**config.mk**
```make
export PLATFORM = sky130hd
export DESIGN_NAME = mem_arbiter
export DESIGN_NICKNAME = d
export VERILOG_FILES = /design/src/rtl/mem_arb_pkg.sv /design/src/rtl/mem_arb_pick.sv /design/src/rtl/mem_arbiter.sv
export SDC_FILE = /design/constraint.sdc
export NUM_CORES = 1
export LEC_CHECK = 0
export BUFFER_PORTS_ARGS = -buffer_cell sky130_fd_sc_hd__buf_2
export CORE_MARGIN = 2
export CORE_UTILIZATION = 45
export DETAILED_ROUTE_END_ITERATION = 16
export HOLD_SLACK_MARGIN = 0.03
export PLACE_DENSITY = 0.87
export SYNTH_ARGS = -nofsm -noshare
export SYNTH_HDL_FRONTEND = slang
export SYNTH_SLANG_ARGS = --single-unit
```
**constraint.sdc**
```tcl
create_clock -name Clk -period 2.1 [get_ports Clk]
set_input_delay 0.105 -clock Clk [delete_from_list [all_inputs] [get_ports Clk]]
set_output_delay 0.105 -clock Clk [all_outputs]
set_load 0.005 [all_outputs]
```
**src/rtl/mem_arb_pkg.sv**
```systemverilog
// -----------------------------------------------------------------------------
// mem_arb_pkg
// Shared types and constants for the mem2IO port arbiter.
//   state_e      : arbiter FSM states (IDLE / ACCESS / RESP)
//   owner_e      : requester identity (OWN_IF = 0, OWN_D = 1)
//   MMIO_SW_ADDR : switch/HEX MMIO address, handy for benches
// -----------------------------------------------------------------------------
package mem_arb_pkg;

    typedef enum logic [1:0] {
        IDLE   = 2'd0,
        ACCESS = 2'd1,
        RESP   = 2'd2
    } state_e;

    typedef enum logic {
        OWN_IF = 1'b0,
        OWN_D  = 1'b1
    } owner_e;

    localparam logic [31:0] MMIO_SW_ADDR = 32'hFFFF_FFFF;

endpackage

```
**src/rtl/mem_arb_pick.sv**
```systemverilog
// -----------------------------------------------------------------------------
// mem_arb_pick
// Combinational winner select for the mem2IO arbiter.
// Optional macro: MEM_ARB_FAIRNESS_EN
//   defined   : on a collision, grant the requester not granted last
//   undefined : fixed priority, D over IF
// A lone request is always granted to whoever raised it.
// Ports:
//   if_req       in  fetch request
//   d_req        in  data request
//   last_owner   in  owner of the most recent grant
//   grant_valid  out at least one request is pending
//   grant_owner  out selected requester
// -----------------------------------------------------------------------------
module mem_arb_pick
    import mem_arb_pkg::*;
(
    input  logic   if_req,
    input  logic   d_req,
    input  owner_e last_owner,
    output logic   grant_valid,
    output owner_e grant_owner
);

`ifndef MEM_ARB_FAIRNESS_EN
    // Fixed priority ignores history.
    logic unused_last_owner;
    assign unused_last_owner = last_owner;
`endif

    always_comb begin
        grant_valid = if_req | d_req;
        grant_owner = OWN_IF;
        if (if_req && d_req) begin
`ifdef MEM_ARB_FAIRNESS_EN
            grant_owner = (last_owner == OWN_IF) ? OWN_D : OWN_IF;
`else
            grant_owner = OWN_D;
`endif
        end else if (d_req) begin
            grant_owner = OWN_D;
        end
    end

endmodule

```
**src/rtl/mem_arbiter.sv**
```systemverilog
// -----------------------------------------------------------------------------
// mem_arbiter
// Shares the single mem2IO port between instruction fetch (IF, read-only) and
// the load/store data port (D). One transaction at a time: grant in IDLE,
// drive OE/WE for MEM_LATENCY cycles in ACCESS, pulse the owner's ready in
// RESP. Addresses are passed through undecoded (MMIO included).
// Optional macro: MEM_ARB_FAIRNESS_EN (round-robin on collisions, see
// mem_arb_pick); default build is fixed priority D over IF.
// Ports:
//   Clk, Reset           clock, async active-low reset
//   if_req/if_addr       fetch request (level) and address
//   if_ready/if_rdata    fetch done pulse, fetch data (held)
//   d_req/d_we/d_addr/d_wdata  data request, store flag, address, store data
//   d_ready/d_rdata      data done pulse, load data (held)
//   mem_addr/mem_OE/mem_WE/mem_wdata/mem_rdata  mem2IO side
//   busy                 FSM not in IDLE
//   owner                0 = IF, 1 = D; current or last grant
// Handshake: a requester holds req high until its ready pulse; a req still
// high when the FSM is back in IDLE is taken as a new transaction. Request
// inputs are only sampled in the grant cycle.
// -----------------------------------------------------------------------------
module mem_arbiter
    import mem_arb_pkg::*;
#(
    parameter int MEM_LATENCY = 2,
    parameter int ADDR_W      = 32,
    parameter int DATA_W      = 32
) (
    input  logic              Clk,
    input  logic              Reset,
    input  logic              if_req,
    input  logic [ADDR_W-1:0] if_addr,
    output logic              if_ready,
    output logic [DATA_W-1:0] if_rdata,
    input  logic              d_req,
    input  logic              d_we,
    input  logic [ADDR_W-1:0] d_addr,
    input  logic [DATA_W-1:0] d_wdata,
    output logic              d_ready,
    output logic [DATA_W-1:0] d_rdata,
    output logic [ADDR_W-1:0] mem_addr,
    output logic              mem_OE,
    output logic              mem_WE,
    output logic [DATA_W-1:0] mem_wdata,
    input  logic [DATA_W-1:0] mem_rdata,
    output logic              busy,
    output logic              owner
);

    localparam int CNT_W = (MEM_LATENCY > 1) ? $clog2(MEM_LATENCY) : 1;

    state_e            state_q;
    owner_e            owner_q;
    logic [CNT_W-1:0]  cnt_q;
    logic              txn_we_q;
    logic [ADDR_W-1:0] addr_q;
    logic [DATA_W-1:0] wdata_q;
    logic [DATA_W-1:0] if_rdata_q;
    logic [DATA_W-1:0] d_rdata_q;
    logic              oe_q;
    logic              we_q;
    logic              if_ready_q;
    logic              d_ready_q;
    logic              busy_q;

    logic              grant_valid_d;
    owner_e            grant_owner_d;

    // owner_q doubles as the last-owner history for round-robin.
    mem_arb_pick u_pick (
        .if_req      (if_req),
        .d_req       (d_req),
        .last_owner  (owner_q),
        .grant_valid (grant_valid_d),
        .grant_owner (grant_owner_d)
    );

    always_ff @(posedge Clk or negedge Reset) begin
        if (!Reset) begin
            state_q    <= IDLE;
            owner_q    <= OWN_IF;
            cnt_q      <= '0;
            txn_we_q   <= 1'b0;
            addr_q     <= '0;
            wdata_q    <= '0;
            if_rdata_q <= '0;
            d_rdata_q  <= '0;
            oe_q       <= 1'b0;
            we_q       <= 1'b0;
            if_ready_q <= 1'b0;
            d_ready_q  <= 1'b0;
            busy_q     <= 1'b0;
        end else begin
            // Ready pulses live for the single RESP cycle only.
            if_ready_q <= 1'b0;
            d_ready_q  <= 1'b0;
            case (state_q)
                IDLE: begin
                    if (grant_valid_d) begin
                        owner_q <= grant_owner_d;
                        cnt_q   <= CNT_W'(MEM_LATENCY - 1);
                        busy_q  <= 1'b1;
                        state_q <= ACCESS;
                        if (grant_owner_d == OWN_D) begin
                            addr_q   <= d_addr;
                            wdata_q  <= d_wdata;
                            txn_we_q <= d_we;
                            oe_q     <= ~d_we;
                            we_q     <= d_we;
                        end else begin
                            // Fetch is read-only; mem_wdata keeps its last value.
                            addr_q   <= if_addr;
                            txn_we_q <= 1'b0;
                            oe_q     <= 1'b1;
                            we_q     <= 1'b0;
                        end
                    end
                end
                ACCESS: begin
                    if (cnt_q == '0) begin
                        if (!txn_we_q) begin
                            if (owner_q == OWN_D) d_rdata_q  <= mem_rdata;
                            else                  if_rdata_q <= mem_rdata;
                        end
                        if (owner_q == OWN_D) d_ready_q  <= 1'b1;
                        else                  if_ready_q <= 1'b1;
                        oe_q    <= 1'b0;
                        we_q    <= 1'b0;
                        state_q <= RESP;
                    end else begin
                        cnt_q <= cnt_q - CNT_W'(1);
                    end
                end
                RESP: begin
                    busy_q  <= 1'b0;
                    state_q <= IDLE;
                end
                default: begin
                    oe_q    <= 1'b0;
                    we_q    <= 1'b0;
                    busy_q  <= 1'b0;
                    state_q <= IDLE;
                end
            endcase
        end
    end

    assign mem_addr  = addr_q;
    assign mem_wdata = wdata_q;
    assign mem_OE    = oe_q;
    assign mem_WE    = we_q;
    assign if_rdata  = if_rdata_q;
    assign d_rdata   = d_rdata_q;
    assign if_ready  = if_ready_q;
    assign d_ready   = d_ready_q;
    assign busy      = busy_q;
    assign owner     = owner_q;

endmodule

```
==> impl_metrics.tcl <==
set metrics [dict create \
    fin_cells 959 \
    grt_pass1_vias 5286 \
    path_delay_family "simple AND/OR/NAND/NOR gates" \
    synth_xor_area_frac 0 \
    endpoint_kind "flip-flop" \
    area_delta_synth_final_pct 62.27 \
    gp_congestion 0.7582 \
    slew_headroom 0.5482 \
    dieHeight_um 115.5 \
    synth_compound_area_frac 0.06911 \
    die_width_um 115.5 \
    dieArea_mm2 0.01334 \
    drv_cap 0 \
    grt_max_degree 73 \
    power_density_mw_per_mm2 1436 \
    placed_area_mm2 0.007134 \
    crit_type "flip-flop to flip-flop" \
    dp_hpwl_mm 10.28 \
    cts_buffers 17 \
    drive_gt1_frac 0.5177 \
    final_core_util 0.7526 \
    io_pins 267 \
    place_ws_ns 0.3126 \
    drc 0 \
    syn-cell-area_mm2 0.005594 \
    placed_cells 798 \
    worstPathRequired_ns 2.39 \
    synth_common_cells "dfrtp_1, a21oi_1, mux2_2" \
    core_area_mm2 0.01206 \
    drt_iter0_markers 345 \
    fin_worst_skew_ns 0.007211 \
    outcome "completed" \
    vias 4894 \
    power_leakage_nw 4.486 \
    synth_area_leaders "dfrtp_1, mux2_2, mux2_4" \
    post-synth-top-count-cell "dfrtp_1" \
    peakVddDrop_v 0.0007035 \
    critical_path_arrival_ns 2.12 \
    ant_nets 0 \
    cts.path.max_buffers 2 \
    routed_wl_mm 18.14 \
    yosys.area_share.simple 0.01722 \
    h-tree-depth 4 \
    finalSetupTns_ns 0 \
    start_kind "flip-flop" \
    worst-path-buf-inv 1 \
    grt_overflow 0 \
    antenna_found_initial 0 \
    synth_top_cell_by_area "dfrtp_1" \
    syn_avg_cell_area_um2 14.76 \
    drv_slew 0 \
    ys_types 28 \
    period_share 0.8697 \
    setup_violations 0 \
    io_buffer_count 266 \
    start_util 0.4638 \
    clkLatencyLatePin_ns 0.42 \
    hold_viol 0 \
    num_rows 40 \
    synthArstFlopShare 1.000 \
    synth_top_area_frac 0.6173 \
    synth_fp_nets 512 \
    min_period_ns 1.826 \
    avgViaCountPerCell 5.103 \
    drt_first_pass_iters 4 \
    grt_pass1_wl_mm 27.43 \
    cts_tree "done" \
    setup_slack_ns 0.2736 \
    max_stage_delay_ns 0.46 \
    yosys_warnings 0 \
    synth_fa_ha_area_frac 0 \
    synth_mux_area_frac 0.2706 \
    seq_area_frac_synth 0.6173 \
    rsz0062_at_grt "false" \
    synth_top_family_by_area "multiplexers" \
    synth_cells 379 \
    synth_seq_cells 138 \
    grt_usage 0.2733 \
    wl_per_cell_um 18.92 \
    path_clk_slew_ns 0.06 \
    clock-root-buffer "clkbuf_16" \
    hold_path_class "input pin to flip-flop" \
    cts_sinks 138 \
    critPathMaxFanout 32 \
    worstPathCellList "or3b_4 > nor3_4 > buf_12 > mux2_2" \
    nets 910 \
    worstMarginPinSlew_ns 0.6777 \
    slowest_stage "dfrtp_1" \
    ys.flop_type "dfrtp_1" \
    cts_setup_buffers 0 \
    final_cell_area_mm2 0.009077 \
    synth_enable_flop_cells 0 \
    fmax_mhz 547.5 \
]
## power breakdown
group | internal [mW] | switching (mW)
Clock | 2.15 | 1.17
Combinational | 2.70 | 2.13
Sequential | 4.02 | 0.877
Total | 8.87 | 4.17
## worst reg2reg max path, stage by stage (launching register included)
cell     delay (ns)
dfrtp_1        0.46
or3b_4         0.46
nor3_4         0.16
buf_12         0.23
mux2_2         0.39
## routing by layer
metal  GRT usage  up-vias  wire length [um]
met5           0        -                 6
met4      0.1277        2               563
met3     0.08525       52              1462
met2      0.4947      271              9636
met1      0.2894     2410              6471
li1            -     2159                 -
## final timing paths
kind	slack (ns)	cells after the start	to	start
worst max-delay path	0.27	4	if_rdata[23]	state_q[1]
worst min-delay path	0.04	3	mem_addr[21]	d_addr[21]
worst max register to register	0.27	4	if_rdata[23]	state_q[1]
worst min register to register	0.50	1	mem_wdata[7]	mem_wdata[7]
max in group asynchronous	1.07	3	mem_wdata[17]	Reset
min in group asynchronous	0.28	2	d_rdata[4]	Reset
## logic make-up after synthesis
family | Yosys count
buffers and inverters | 27
DFF | 138
AOI/OAI and AO/OA | 73
and+or+nand+nor | 13
muxes | 128
## cell type report
type                    instances  area (um^2)
diodes                          1        2.502
clock buffers                  18        439.2
clock inverters                14        220.2
fillers                       689         2984
inverters                       3        11.26
multi-input cells             214         2004
flip-flops and latches        138         3453
well taps                     168        210.2
repair buffers                403         2736
## state kept, by name, indices dropped and copies added, names as in the netlist
name / cells
mem_addr: 32
mem_wdata: 32
cnt_q: 1
state_q: 2
busy: 1
txn_we_q: 1
d_ready: 1
d_rdata: 32
mem_OE: 1
if_rdata: 32
mem_WE: 1
if_ready: 1
owner: 1
## through the flow
stage	total power, mW	hold slack [ns]
after floorplan	7.183	-0.1906
after global placement	9.033	0.1436
after detailed placement	9.342	0.1587
after CTS	12.91	0.03178
after global routing	13.72	0.03008
final	13.04	0.03969
## what timing repair did
item | in CTS | in global routing
hold buffers | 128 | 0
gates resized for setup | 0 | 0
endpoints found under the hold margin | 199 | 0
## placed cells by master, fill, tap and decap left out, types with 5 or more instances in the layout
| cell type | n |
|---|---|
| buf_2 | 265 |
| a21oi_1 | 64 |
| dlygate4sd3_1 | 128 |
| mux2i_1 | 32 |
| mux2_4 | 30 |
| mux2_2 | 64 |
| bufinv_16 | 5 |
| buf_4 | 5 |
| dfrtp_1 | 138 |
| clkbuf_16 | 17 |
Power figures use the tool's default switching activity.
